## src/rtl/notification_transmitter_pkg.sv

```systemverilog
// Shared types and constants for the notification transmitter: FSM encoding,
// source identifiers, frame header layout and drop counter limits.
package notification_transmitter_pkg;

  typedef enum logic [1:0] {
    IDLE = 2'd0,
    HDR  = 2'd1,
    PAY  = 2'd2,
    CHK  = 2'd3
  } tx_state_t;

  // Source slots, listed from highest to lowest priority
  localparam int NUM_SRC        = 3;
  localparam int SRC_IDX_ERROR  = 0;
  localparam int SRC_IDX_CONFIG = 1;
  localparam int SRC_IDX_VGA    = 2;

  localparam logic [1:0] SRC_CONFIG = 2'b01;
  localparam logic [1:0] SRC_ERROR  = 2'b10;
  localparam logic [1:0] SRC_VGA    = 2'b11;

  localparam logic [3:0] HDR_PREFIX = 4'b1010;

  localparam int                          DROP_COUNT_WIDTH = 4;
  localparam logic [DROP_COUNT_WIDTH-1:0] DROP_COUNT_MAX   = 4'd15;

  function automatic logic [1:0] src_code(input int idx);
    case (idx)
      SRC_IDX_ERROR:  return SRC_ERROR;
      SRC_IDX_CONFIG: return SRC_CONFIG;
      default:        return SRC_VGA;
    endcase
  endfunction

  function automatic logic [7:0] header_byte(input logic [1:0] src);
    return {HDR_PREFIX, 2'b00, src};
  endfunction

endpackage

```

## src/rtl/notification_arbiter.sv

```systemverilog
// Per-source pending flags and code registers, fixed-priority selection
// (error > config > VGA) and a saturating counter of overwritten messages.
module notification_arbiter
  import notification_transmitter_pkg::*;
#(
  parameter int DATA_WIDTH                = 8,
  parameter int CONFIG_NOTIFICATION_WIDTH = 4,
  parameter int CONFIG_ERROR_WIDTH        = 4,
  parameter int VGA_NOTIFICATION_WIDTH    = 4
) (
  input  logic                                 clk,
  input  logic                                 rst_n,
  input  logic [CONFIG_NOTIFICATION_WIDTH-1:0] config_notification,
  input  logic                                 config_notification_valid,
  input  logic [CONFIG_ERROR_WIDTH-1:0]        config_error,
  input  logic                                 error_valid,
  input  logic [VGA_NOTIFICATION_WIDTH-1:0]    vga_notification,
  input  logic                                 vga_notification_valid,
  input  logic                                 take,
  output logic                                 any_pending,
  output logic [1:0]                           sel_src,
  output logic [DATA_WIDTH-1:0]                sel_code,
  output logic [DROP_COUNT_WIDTH-1:0]          drop_count
);

  logic [NUM_SRC-1:0]        valid_vec;
  logic [NUM_SRC-1:0]        pending_vec;
  logic [NUM_SRC-1:0]        grant;
  logic [NUM_SRC-1:0]        drop_vec;
  logic [DATA_WIDTH-1:0]     code_in  [NUM_SRC];
  logic [DATA_WIDTH-1:0]     code_vec [NUM_SRC];
  logic [DROP_COUNT_WIDTH-1:0] drop_count_reg;
  logic [DROP_COUNT_WIDTH-1:0] drop_count_next;
  logic [DROP_COUNT_WIDTH:0]   drop_sum;

  assign valid_vec = {vga_notification_valid, config_notification_valid, error_valid};

  assign code_in[SRC_IDX_ERROR]  = DATA_WIDTH'(config_error);
  assign code_in[SRC_IDX_CONFIG] = DATA_WIDTH'(config_notification);
  assign code_in[SRC_IDX_VGA]    = DATA_WIDTH'(vga_notification);

  // Lowest index wins: isolate the lowest set pending bit
  assign grant       = pending_vec & (~pending_vec + NUM_SRC'(1));
  assign any_pending = |pending_vec;

  generate
    for (genvar gi = 0; gi < NUM_SRC; gi++) begin : g_src
      logic                  pending_reg;
      logic [DATA_WIDTH-1:0] code_reg;

      // A message consumed on this very edge is not lost, so no drop then
      assign drop_vec[gi]    = valid_vec[gi] & pending_reg & ~(take & grant[gi]);
      assign pending_vec[gi] = pending_reg;
      assign code_vec[gi]    = code_reg;

      always_ff @(posedge clk or negedge rst_n) begin
        if (!rst_n) begin
          pending_reg <= 1'b0;
          code_reg    <= '0;
        end else if (valid_vec[gi]) begin
          pending_reg <= 1'b1;
          code_reg    <= code_in[gi];
        end else if (take && grant[gi]) begin
          pending_reg <= 1'b0;
        end
      end
    end
  endgenerate

  always_comb begin
    sel_src  = '0;
    sel_code = '0;
    for (int i = 0; i < NUM_SRC; i++) begin
      if (grant[i]) begin
        sel_src  = src_code(i);
        sel_code = code_vec[i];
      end
    end
  end

  always_comb begin
    drop_sum = {1'b0, drop_count_reg} + (DROP_COUNT_WIDTH+1)'($countones(drop_vec));
    if (drop_sum > {1'b0, DROP_COUNT_MAX}) begin
      drop_count_next = DROP_COUNT_MAX;
    end else begin
      drop_count_next = drop_sum[DROP_COUNT_WIDTH-1:0];
    end
  end

  always_ff @(posedge clk or negedge rst_n) begin
    if (!rst_n) begin
      drop_count_reg <= '0;
    end else begin
      drop_count_reg <= drop_count_next;
    end
  end

  assign drop_count = drop_count_reg;

endmodule

```

## src/rtl/notification_transmitter.sv

```systemverilog
// Frames pending notifications as header/payload/checksum bytes and writes
// them into a TX FIFO, stalling while the FIFO reports full.
module notification_transmitter
  import notification_transmitter_pkg::*;
#(
  parameter int UART_DATA_WIDTH           = 8,
  parameter int CONFIG_NOTIFICATION_WIDTH = 4,
  parameter int CONFIG_ERROR_WIDTH        = 4,
  parameter int VGA_NOTIFICATION_WIDTH    = 4
) (
  input  logic                                 Clk,
  input  logic                                 Rst,
  input  logic [CONFIG_NOTIFICATION_WIDTH-1:0] Config_Notification,
  input  logic                                 Config_Notification_Valid,
  input  logic [CONFIG_ERROR_WIDTH-1:0]        Config_Error,
  input  logic                                 Error_Valid,
  input  logic [VGA_NOTIFICATION_WIDTH-1:0]    VGA_Notification,
  input  logic                                 VGA_Notification_Valid,
  input  logic                                 Full,
  output logic [UART_DATA_WIDTH-1:0]           TXD_Data,
  output logic                                 Wr_En,
  output logic                                 Busy,
  output logic [DROP_COUNT_WIDTH-1:0]          Drop_Count
);

  tx_state_t                  state_reg;
  tx_state_t                  state_next;
  logic [1:0]                 shadow_src_reg;
  logic [UART_DATA_WIDTH-1:0] shadow_code_reg;
  logic                       take;
  logic                       any_pending;
  logic [1:0]                 sel_src;
  logic [UART_DATA_WIDTH-1:0] sel_code;
  logic [UART_DATA_WIDTH-1:0] hdr_byte;
  logic [UART_DATA_WIDTH-1:0] chk_byte;

  notification_arbiter #(
    .DATA_WIDTH               (UART_DATA_WIDTH),
    .CONFIG_NOTIFICATION_WIDTH(CONFIG_NOTIFICATION_WIDTH),
    .CONFIG_ERROR_WIDTH       (CONFIG_ERROR_WIDTH),
    .VGA_NOTIFICATION_WIDTH   (VGA_NOTIFICATION_WIDTH)
  ) u_arbiter (
    .clk                      (Clk),
    .rst_n                    (Rst),
    .config_notification      (Config_Notification),
    .config_notification_valid(Config_Notification_Valid),
    .config_error             (Config_Error),
    .error_valid              (Error_Valid),
    .vga_notification         (VGA_Notification),
    .vga_notification_valid   (VGA_Notification_Valid),
    .take                     (take),
    .any_pending              (any_pending),
    .sel_src                  (sel_src),
    .sel_code                 (sel_code),
    .drop_count               (Drop_Count)
  );

  assign take     = (state_reg == IDLE) && any_pending;
  assign hdr_byte = UART_DATA_WIDTH'(header_byte(shadow_src_reg));
  assign chk_byte = hdr_byte ^ shadow_code_reg;
  assign Busy     = (state_reg != IDLE) || any_pending;

  always_ff @(posedge Clk or negedge Rst) begin
    if (!Rst) begin
      state_reg       <= IDLE;
      shadow_src_reg  <= '0;
      shadow_code_reg <= '0;
    end else begin
      state_reg <= state_next;
      if (take) begin
        shadow_src_reg  <= sel_src;
        shadow_code_reg <= sel_code;
      end
    end
  end

  // Each frame byte is held until the FIFO accepts it
  always_comb begin
    state_next = state_reg;
    TXD_Data   = '0;
    Wr_En      = 1'b0;
    case (state_reg)
      IDLE: begin
        if (any_pending) state_next = HDR;
      end
      HDR: begin
        TXD_Data = hdr_byte;
        Wr_En    = !Full;
        if (!Full) state_next = PAY;
      end
      PAY: begin
        TXD_Data = shadow_code_reg;
        Wr_En    = !Full;
        if (!Full) state_next = CHK;
      end
      CHK: begin
        TXD_Data = chk_byte;
        Wr_En    = !Full;
        if (!Full) state_next = IDLE;
      end
      default: state_next = IDLE;
    endcase
  end

endmodule

```

## config.mk

```make
export PLATFORM = sky130hd
export DESIGN_NAME = notification_transmitter
export DESIGN_NICKNAME = d
export VERILOG_FILES = /design/src/rtl/notification_transmitter_pkg.sv /design/src/rtl/notification_arbiter.sv /design/src/rtl/notification_transmitter.sv
export SDC_FILE = /design/constraint.sdc
export NUM_CORES = 1
export LEC_CHECK = 0
export ABC_AREA = 1
export CORE_MARGIN = 1.5
export CORE_UTILIZATION = 54
export DETAILED_ROUTE_END_ITERATION = 6
export HOLD_SLACK_MARGIN = 0.03
export PLACE_DENSITY = 0.84
export SYNTH_ARGS = -nofsm -noshare
export SYNTH_HDL_FRONTEND = slang
export SYNTH_SLANG_ARGS = --single-unit
```

## constraint.sdc

```tcl
create_clock -name Clk -period 4.6 [get_ports Clk]
set_input_delay 1.15 -clock Clk [delete_from_list [all_inputs] [get_ports Clk]]
set_output_delay 1.15 -clock Clk [all_outputs]
set_load 0.02 [all_outputs]
```

==> Yosys cells after proc, flatten, opt, wreduce, memory -nomap -nowiden <==
Cells that the tools add are included.
{ "totals": {"regBits": 31, "in_bits": 18, "word_cells": 71, "out_inout_bits": 14} }
{ "classes": {"reduce_logical": 14, "add_sub_neg": 4, "n_eq_ne": 7, "bitwise_logic": 15, "n_mux": 20, "order_cmp": 1} }
{ "ops": {"columns": ["op", "n"], "rows": [
  ["8-bit case mux with 3 select lines", 1],
  ["4-bit 2-to-1 mux", 4],
  ["2-bit 2-to-1 mux", 7],
  ["1-bit AND", 9],
  ["2-bit != test, second input constant", 4],
  ["2-bit case mux with 4 select lines", 1],
  ["2-bit nonzero test", 4],
  ["8-bit bitwise XOR", 1],
  ["1-bit 2-to-1 mux", 7],
  ["3-bit OR reduction", 2],
  ["4-bit by 5-bit adder with 5-bit output", 1],
  ["5-bit by 1-bit adder with 5-bit output", 1],
  ["5-bit by 4-bit greater-than comparator with 1-bit output, second input constant", 1],
  ["2-bit == test, second input constant", 2],
  ["1-bit logical AND", 4],
  ["4-bit AND reduction", 1],
  ["3-bit by 1-bit adder with 3-bit output, second input constant", 1],
  ["3-bit AND", 1],
  ["1-bit NOT", 3],
  ["3-bit NOT", 1],
  ["1-bit by 1-bit adder with 2-bit output", 1],
  ["2-bit by 1-bit == test with 1-bit output, second input constant", 1],
  ["2-bit zero test", 1],
  ["1-bit zero test", 1],
  ["1-bit logical OR", 1]
]} }

==> Depth between registers and ports, before layout <==
Gate-level depths: netlist (run 1).
{ "depth": {"ltp_word": 11, "mapped_depth": 14, "mapped_depth_nobuf": 14} }

==> Cells and area by module <==
Synthesis (run 1) repeated with hierarchy kept, for this count alone.
{ "hier_totals": {"hier_cells": 230, "area_unflattened_um2": 1811.7} }
{ "by_module_without_submodules": {"columns": ["mod", "instances", "seq_area_each_um2", "area_each_um2", "cells_each"], "rows": [
  ["notification_arbiter", 1, 475.5, 1017.2, 128],
  ["notification_transmitter", 1, 300.3, 794.5, 102]
]} }

==> Worst setup path before layout (run 1) <==
No wires, ideal clock.
{ "synth_path": {"path_type": "input to register", "from": "input port Error_Valid", "to": "register u_arbiter.drop_count_reg[3], in the netlist u_arbiter.drop_count[3]", "setup_slack_ns": 1.941, "setup_time_ns": 0.120, "arrival_ns": 2.539, "required_time_ns": 4.480, "cell_stages": 11, "n_path_buf": 0, "path_cell_list": "inv_1 > nor3_1 > ha_1 > fa_1 > inv_1 > fa_1 > nand2_1 > inv_1 > nand2_1 > o21ai_0 > inv_1"} }
{ "synth_via": {"elab_chain_len": 7} }
{ "synth_rtl": {"columns": ["item", "line", "source"], "rows": [
  ["from (decl)", "notification_transmitter.sv:16", "input logic Error_Valid,"],
  ["1-bit AND * (2 in a row)", "notification_arbiter.sv:52", "assign drop_vec[gi] = valid_vec[gi] & pending_reg & ~(take & grant[gi]);"],
  ["1-bit by 1-bit adder with 2-bit output (implied by the code) *", "notification_arbiter.sv:82", "drop_sum = {1'b0, drop_count_reg} + (DROP_COUNT_WIDTH+1)'($countones(drop_vec));"],
  ["5-bit by 1-bit adder with 5-bit output (implied by the code) *", "notification_arbiter.sv:82", null],
  ["4-bit by 5-bit adder with 5-bit output *", "notification_arbiter.sv:82", null],
  ["5-bit by 4-bit greater-than comparator with 1-bit output", "notification_arbiter.sv:83", "if (drop_sum > {1'b0, DROP_COUNT_MAX}) begin"],
  ["4-bit 2-to-1 mux *", "notification_arbiter.sv:83", null],
  ["named net u_arbiter.drop_count_next[3]", "notification_arbiter.sv:33", "logic [DROP_COUNT_WIDTH-1:0] drop_count_next;"],
  ["to (signal assigned)", "notification_arbiter.sv:94", "drop_count_reg <= drop_count_next;"],
  ["to (decl)", "notification_arbiter.sv:32", "logic [DROP_COUNT_WIDTH-1:0] drop_count_reg;"]
]} }
Mark *: on every way through the listed nets, which the timed path passes. The rest lies on a longest branch.
A chain may end at the register's enable or synchronous reset.

==> Worst setup path in the final report (run 1) <==
{ "layout_path": {"from": "input port Full", "to": "output port Wr_En"} }
{ "layout_via": {"elab_chain_len": 2} }
{ "layout_rtl": {"columns": ["item", "line", "source"], "rows": [
  ["from (decl)", "notification_transmitter.sv:19", "input logic Full,"],
  ["1-bit zero test", null, null],
  ["1-bit 2-to-1 mux", null, null],
  ["to (decl)", "notification_transmitter.sv:21", "output logic Wr_En,"]
]} }
No other way between the ends.

==> summary.md, run 1 <==
| Metric | Value |
|---|---|
| VDD IR max | `0.543 mV` |
| Diodes inserted | `0` |
| Setup violators final | `0` |
| TNS Setup | `0 ns` |
| Max Buffers Root-to-Sink | `2` |
| Mapped cell area | `1500 sq um` |
| Ys Warns | `0` |
| Vias in the first global route | `1337` |
| Iter 0 DRT Violations | `33` |
| Met3 Use GR | `0.0302` |
| Synth top area share | `0.451` |
| Min Tclk post-route | `3.41 ns` |
| Critical Path Fanout Max | `2` |
| Arr. time, crit path | `2.26 ns` |
| Post-cts sizing count | `0` |
| Status | `complete, no violations` |
| Worst Path Class, Setup | `in2out` |
| Antenna-violating nets left | `0` |
| Post-synthesis sequential element count | `27` |
| Reg-to-reg slack, setup | `1.91 ns` |
| RSZ-0062 raised after global routing | `false` |
| Setup Skew | `0.00575 ns` |
| Ys async rst share | `1.00` |
| Fin nets | `249` |
| Final GP Congestion | `0.871` |
| Max reg flops | `12` |
| Starting Density | `0.588` |
| Slew Viols, Final | `0` |
| Tot Pwr | `1.03 mW` |
| Worst endpoint required time | `3.45 ns` |
| CTS sink cnt | `27` |
| I/O pin count | `32` |
| Share of cells above drive strength 1 | `0.0588` |
| Class of the worst hold path | `reg2reg` |
| DR pass1 iterations | `4` |
| Commonest cells post-synth | `81 x nand2_1, 27 x dfrtp_1, 22 x inv_1` |
| M2 GR Usage | `0.396` |
| Cell taking the most area after synthesis | `dfrtp_1` |
| Fmax achieved | `293 MHz` |
| P&R area growth vs syn | `21.2%` |
| WL per Instance | `11.7 um` |
| Total of max-cap violations | `0` |
| Worst Tran Pin Value | `1.18 ns` |
| Clock transition at path regs | `0.13 ns` |
| Hold slack | `0.498 ns` |
| Final period util | `0.742` |
| CTS root buf | `clkbuf_4` |
| Cts bufs inserted | `3` |
| FF-to-FF End | `u_arbiter.drop_count[3]` |
| Crit Reg-Reg Startpoint | `state_reg[0]` |
| Mean Syn Cell Area | `7.80 sq um` |
| Power Density | `567 nW/um^2` |
| Grt met1 use | `0.221` |
| Reg2Reg Depth | `14` |
| Critical path endpoint category | `output pin` |
| Most frequent cell after synthesis | `nand2_1` |
| Gr busiest metal | `met2` |
| # Post-CTS Setup Buffers | `0` |
| LEAKAGE | `0.982 nW` |
| First-pass GRT wire length | `5.23 mm` |
| Slew headroom | `0.208` |
| Initial antenna violation count | `0` |
| Floorplan die width | `55.7 um` |
| Number of flops mapped to enable cells by yosys | `0` |
| Post-Synthesis Cells | `192` |
| Row cnt | `18` |
| Clock Latency Late Sink | `0.32 ns` |
| Final hold violations | `0` |
| Crit path capture | `Wr_En` |
| # hold bufs at CTS | `0` |
| DR vias | `1302` |
| Sequential share of the synthesized area | `0.451` |
| Hold path depth | `2` |
| DRC | `0` |
| Total Wirelength | `2.95 mm` |
| Post-DP HPWL | `2.33 mm` |
| Die area | `3100 sq um` |
| Core Box Area | `2540 sq um` |
| GRT Resource Usage Total | `0.210` |
| Post-synthesis cell type count | `21` |
| Largest net degree at the start of global routing | `28` |
| Die height | `55.7 um` |
| Max H-tree Level | `1` |
| Top cells by area, synth | `dfrtp_1 45%, nand2_1 20%, nand3_1 6.3%` |
| Crit path from | `Full` |
| Setup crit start kind | `input pin` |
| Predominant post-synthesis flop cell | `dfrtp_1` |
| Input/output buffers | `29` |
| GRT overflow | `0` |
| CTS tree | `done` |
| Vias per inst | `5.19` |
report_power, final:
group          internal (mW)  switching, mW
sequential             0.305         0.0714
clock                 0.0326         0.0667
combinational          0.236          0.318
total                  0.573          0.456
critical path, stage by stage:
cell             delay [ns]
clkdlybuf4s50_1        0.42
nor2_1                 0.09
clkdlybuf4s50_1        0.60
kinds of logic after synthesis:
kind of cell | Yosys count | share of synthesized area
simple gates | 118 | 0.347
buf+inv | 29 | 0.0877
flops | 27 | 0.451
fa+ha+maj | 9 | 0.0852
compound gates | 8 | 0.0267
other cells | 1 | 0.00250
worst min-delay path by stage:
stage / from / endpoint
after floorplan: shadow_code_reg[2] / shadow_code_reg[2]
after global placement: u_arbiter.g_src[0].code_reg[2] / u_arbiter.g_src[0].code_reg[2]
after detailed placement: u_arbiter.g_src[2].code_reg[2] / u_arbiter.g_src[2].code_reg[2]
after CTS: u_arbiter.g_src[2].code_reg[2] / u_arbiter.g_src[2].code_reg[2]
after global routing: u_arbiter.g_src[0].code_reg[2] / u_arbiter.g_src[0].code_reg[2]
final: u_arbiter.g_src[2].code_reg[2] / u_arbiter.g_src[2].code_reg[2]
metal layers:
metal,vias up,share of wire,routed length [um]
met5,-,0,0
met4,0,0.020,59
met3,9,0.036,106
met2,35,0.52,1530
met1,613,0.42,1250
li1,645,-,-
per-stage QoR:
step / area, sq um / util / instances / setup slack, ns
floorplan: 1500 / - / 193 / 1.94
global placement: 1790 / 0.703 / 247 / 1.20
detailed placement: 1790 / 0.703 / 247 / 1.19
CTS: 1820 / 0.713 / 251 / 1.18
global route: 1820 / 0.713 / 251 / 1.16
finish: 1820 / 0.713 / 251 / 1.19
area by class of cell:
cell class	count	area, sq um
fillers	199	729
multi-input cells	137	694
flip-flops and latches	27	676
repair buffers	29	290
inverters	24	90.1
well taps	30	37.5
clock buffers	3	22.5
clock inverters	1	5.00
cell usage in the layout, fill, tap and decap left out, drive strengths merged, types with 3 or more instances in the layout:
cell type,n
clkbuf,3
clkdlybuf4s50,29
ha,7
nor2,9
o21ai,6
dfrtp,27
inv,24
nand2,84
nand3,20
(Power assumes the default switching activity.)
==> run 2, diff against run 1 <==
--- a/config.mk
+++ b/config.mk
@@ -7,10 +7,10 @@
 export LEC_CHECK = 0
 export ABC_AREA = 1
 export CORE_MARGIN = 1.5
-export CORE_UTILIZATION = 54
+export CORE_UTILIZATION = 50
 export DETAILED_ROUTE_END_ITERATION = 6
 export HOLD_SLACK_MARGIN = 0.03
-export PLACE_DENSITY = 0.84
+export PLACE_DENSITY = 0.79
 export SYNTH_ARGS = -nofsm -noshare
 export SYNTH_HDL_FRONTEND = slang
 export SYNTH_SLANG_ARGS = --single-unit
==> constraint.sdc (replaced) <==
create_clock -name Clk -period 3.58 [get_ports Clk]
set_input_delay 0.895 -clock Clk [delete_from_list [all_inputs] [get_ports Clk]]
set_output_delay 0.895 -clock Clk [all_outputs]
set_load 0.02 [all_outputs]
==> run 2 against run 1 <==
Effect of this change: the flow now finishes with violations (design-rule violations); first-iteration DRC count is 73% higher; critical path depth up 4; sequential power rose by 28%; clock skew shrank 0.0020 ns; via count fell by 3.5%; cell count grew 0.80%; clock power is 31% higher; worst setup slack worse by 0.58 ns; hold slack got worse by 0.0039 ns; combinational power is 29% higher; largest power group unchanged.
==> summary.md, run 2 (same netlist as run 1, synthesis figures left out) <==
| Metric | Value |
|---|---|
| Input/output buffers | `29` |
| CTS tree | `done` |
| DR vias | `1257` |
| Worst endpoint required time | `2.68 ns` |
| DR pass1 iterations | `6` |
| FF-to-FF End | `u_arbiter.drop_count[3]` |
| Floorplan die width | `57.7 um` |
| Hold path depth | `2` |
| Vias per inst | `4.97` |
| Crit-path most repeated cell | `inv_1` |
| CTS root buf | `clkbuf_4` |
| Clock Latency Late Sink | `0.33 ns` |
| Fmax achieved | `336 MHz` |
| VDD IR max | `0.344 mV` |
| CTS sink cnt | `27` |
| Cell Chain, Critical Path | `inv_1 -> ha_1 -> inv_1 -> o21ai_0 -> a21oi_1 -> nor2_1 -> clkdlybuf4s50_1` |
| GRT Resource Usage Total | `0.199` |
| Hold path endpoint | `u_arbiter.g_src[2].code_reg[0]` |
| Sw Pwr | `0.585 mW` |
| Clock transition at path regs | `0.14 ns` |
| Tot Pwr | `1.32 mW` |
| P&R area growth vs syn | `21.7%` |
| Status | `finished with violations` |
| Max reg flops | `12` |
| Most common cell after layout, fill and taps aside | `nand2_1` |
| Clk network pwr share | `0.098` |
| Diodes inserted | `0` |
| Largest net degree at the start of global routing | `28` |
| Row cnt | `19` |
| HP Start | `u_arbiter.g_src[2].code_reg[0]` |
| Sw frac | `0.441` |
| Most frequent cells in the layout | `81 x nand2_1, 29 x clkdlybuf4s50_1, 27 x dfrtp_1, 22 x inv_1, 19 x nand3_1` |
| Reg-to-reg slack, setup | `0.93 ns` |
| # hold bufs at CTS | `0` |
| Worst-path cell with the longest stage delay | `clkdlybuf4s50_1` |
| Post-cts sizing count | `0` |
| Initial antenna violation count | `0` |
| Post-layout util | `0.650` |
| Critical Path Fanout Max | `4` |
| Fill cell count | `252` |
| Core Box Area | `2810 sq um` |
| Reg2Reg Depth | `14` |
| Post-DP HPWL | `2.39 mm` |
| Power share of the combinational group | `0.537` |
| Final period util | `0.830` |
| Max Buffers Root-to-Sink | `2` |
| Cts bufs inserted | `3` |
| Die area | `3330 sq um` |
| Final hold violations | `0` |
| Setup crit start kind | `flop` |
| First-pass GRT wire length | `5.11 mm` |
| Int Power | `0.740 mW` |
| Arr. time, crit path | `2.08 ns` |
| Critical path endpoint category | `output pin` |
| Crit Reg-Reg Startpoint | `state_reg[0]` |
| Setup slack at placement | `0.354 ns` |
| Fin nets | `250` |
| WL per Instance | `11.7 um` |
| GRT overflow | `0` |
| Max H-tree Level | `1` |
| Setup Skew | `0.00370 ns` |
| Sequential Power Share | `0.364` |
| Total Wirelength | `2.96 mm` |
| Class of the worst hold path | `reg2reg` |
| Area of the multi-input gates | `694 sq um` |
| Share of cells above drive strength 1 | `0.0586` |
| Final WS setup | `0.607 ns` |
| Slew Viols, Final | `0` |
| Failing checks | `design-rule violations` |
| # Post-CTS Setup Buffers | `0` |
| Starting Density | `0.534` |
| Power Density | `727 nW/um^2` |
| I/O pin count | `32` |
| Total of max-cap violations | `0` |
| Worst Path Class, Setup | `reg2out` |
| RSZ-0062 raised after global routing | `false` |
| TNS Setup | `0 ns` |
| Antenna-violating nets left | `0` |
| Final GP Congestion | `0.849` |
| Worst Path Buf+Inv | `3` |
| Die height | `57.7 um` |
| Min Tclk post-route | `2.97 ns` |
| Slowest cell delay on critical path | `0.61 ns` |
| Reg area | `676 sq um` |
| LEAKAGE | `0.984 nW` |
| Vias in the first global route | `1217` |
| Iter 0 DRT Violations | `57` |
| Family with the most delay on the worst path | `buffers and inverters` |
| DRC | `1` |
| Setup violators final | `0` |
## run 2: how the worst max path moves through the flow
stage,startpoint,to,slack (ns),cells after the start
2_1_floorplan,Error_Valid,u_arbiter.drop_count[3],1.18,11
3_3_place_gp,Error_Valid,u_arbiter.drop_count[3],0.47,12
3_5_place_dp,Error_Valid,u_arbiter.drop_count[3],0.35,12
4_1_cts,state_reg[0],TXD_Data[1],0.59,7
5_1_grt,state_reg[0],TXD_Data[1],0.44,7
6_report,state_reg[0],TXD_Data[1],0.61,7
## run 2: final cells by class
class | instances | area share
Clock buffer | 4 | 0.0144
Inverter | 24 | 0.0494
Multi-Input combinational cell | 137 | 0.381
Sequential cell | 27 | 0.371
Tap cell | 31 | 0.0213
Timing Repair Buffer | 30 | 0.163
## run 2: power groups by stage
stage | clock (mW) | combinational [mW] | sequential (mW)
finish | 0.130 | 0.712 | 0.483
global route | 0.149 | 0.808 | 0.495
CTS | 0.134 | 0.721 | 0.481
detailed placement | 0 | 0.718 | 0.488
global placement | 0 | 0.670 | 0.482
floorplan | 0 | 0.484 | 0.477
## run 2: layer usage
layer / part of all wire / track usage / wire length [um] / vias up
met5: 0 / 0 / 0 / -
met4: 0.014 / 0.0831 / 42 / 0
met3: 0.034 / 0.0246 / 102 / 6
met2: 0.54 / 0.364 / 1600 / 26
met1: 0.41 / 0.234 / 1210 / 580
li1: - / - / - / 645
## run 2: tightest hold or removal path: stages, from the launching register on
cell     delay, ns
dfrtp_1       0.38
nand2_1       0.05
nand2_1       0.04
## run 2: stage by stage
stage	std cells	area, sq um	hold WS [ns]
2_1_floorplan	193	1500	0.441
3_3_place_gp	249	1800	0.461
4_1_cts	253	1820	0.494
3_5_place_dp	249	1800	0.461
6_report	253	1820	0.494
5_1_grt	253	1820	0.506
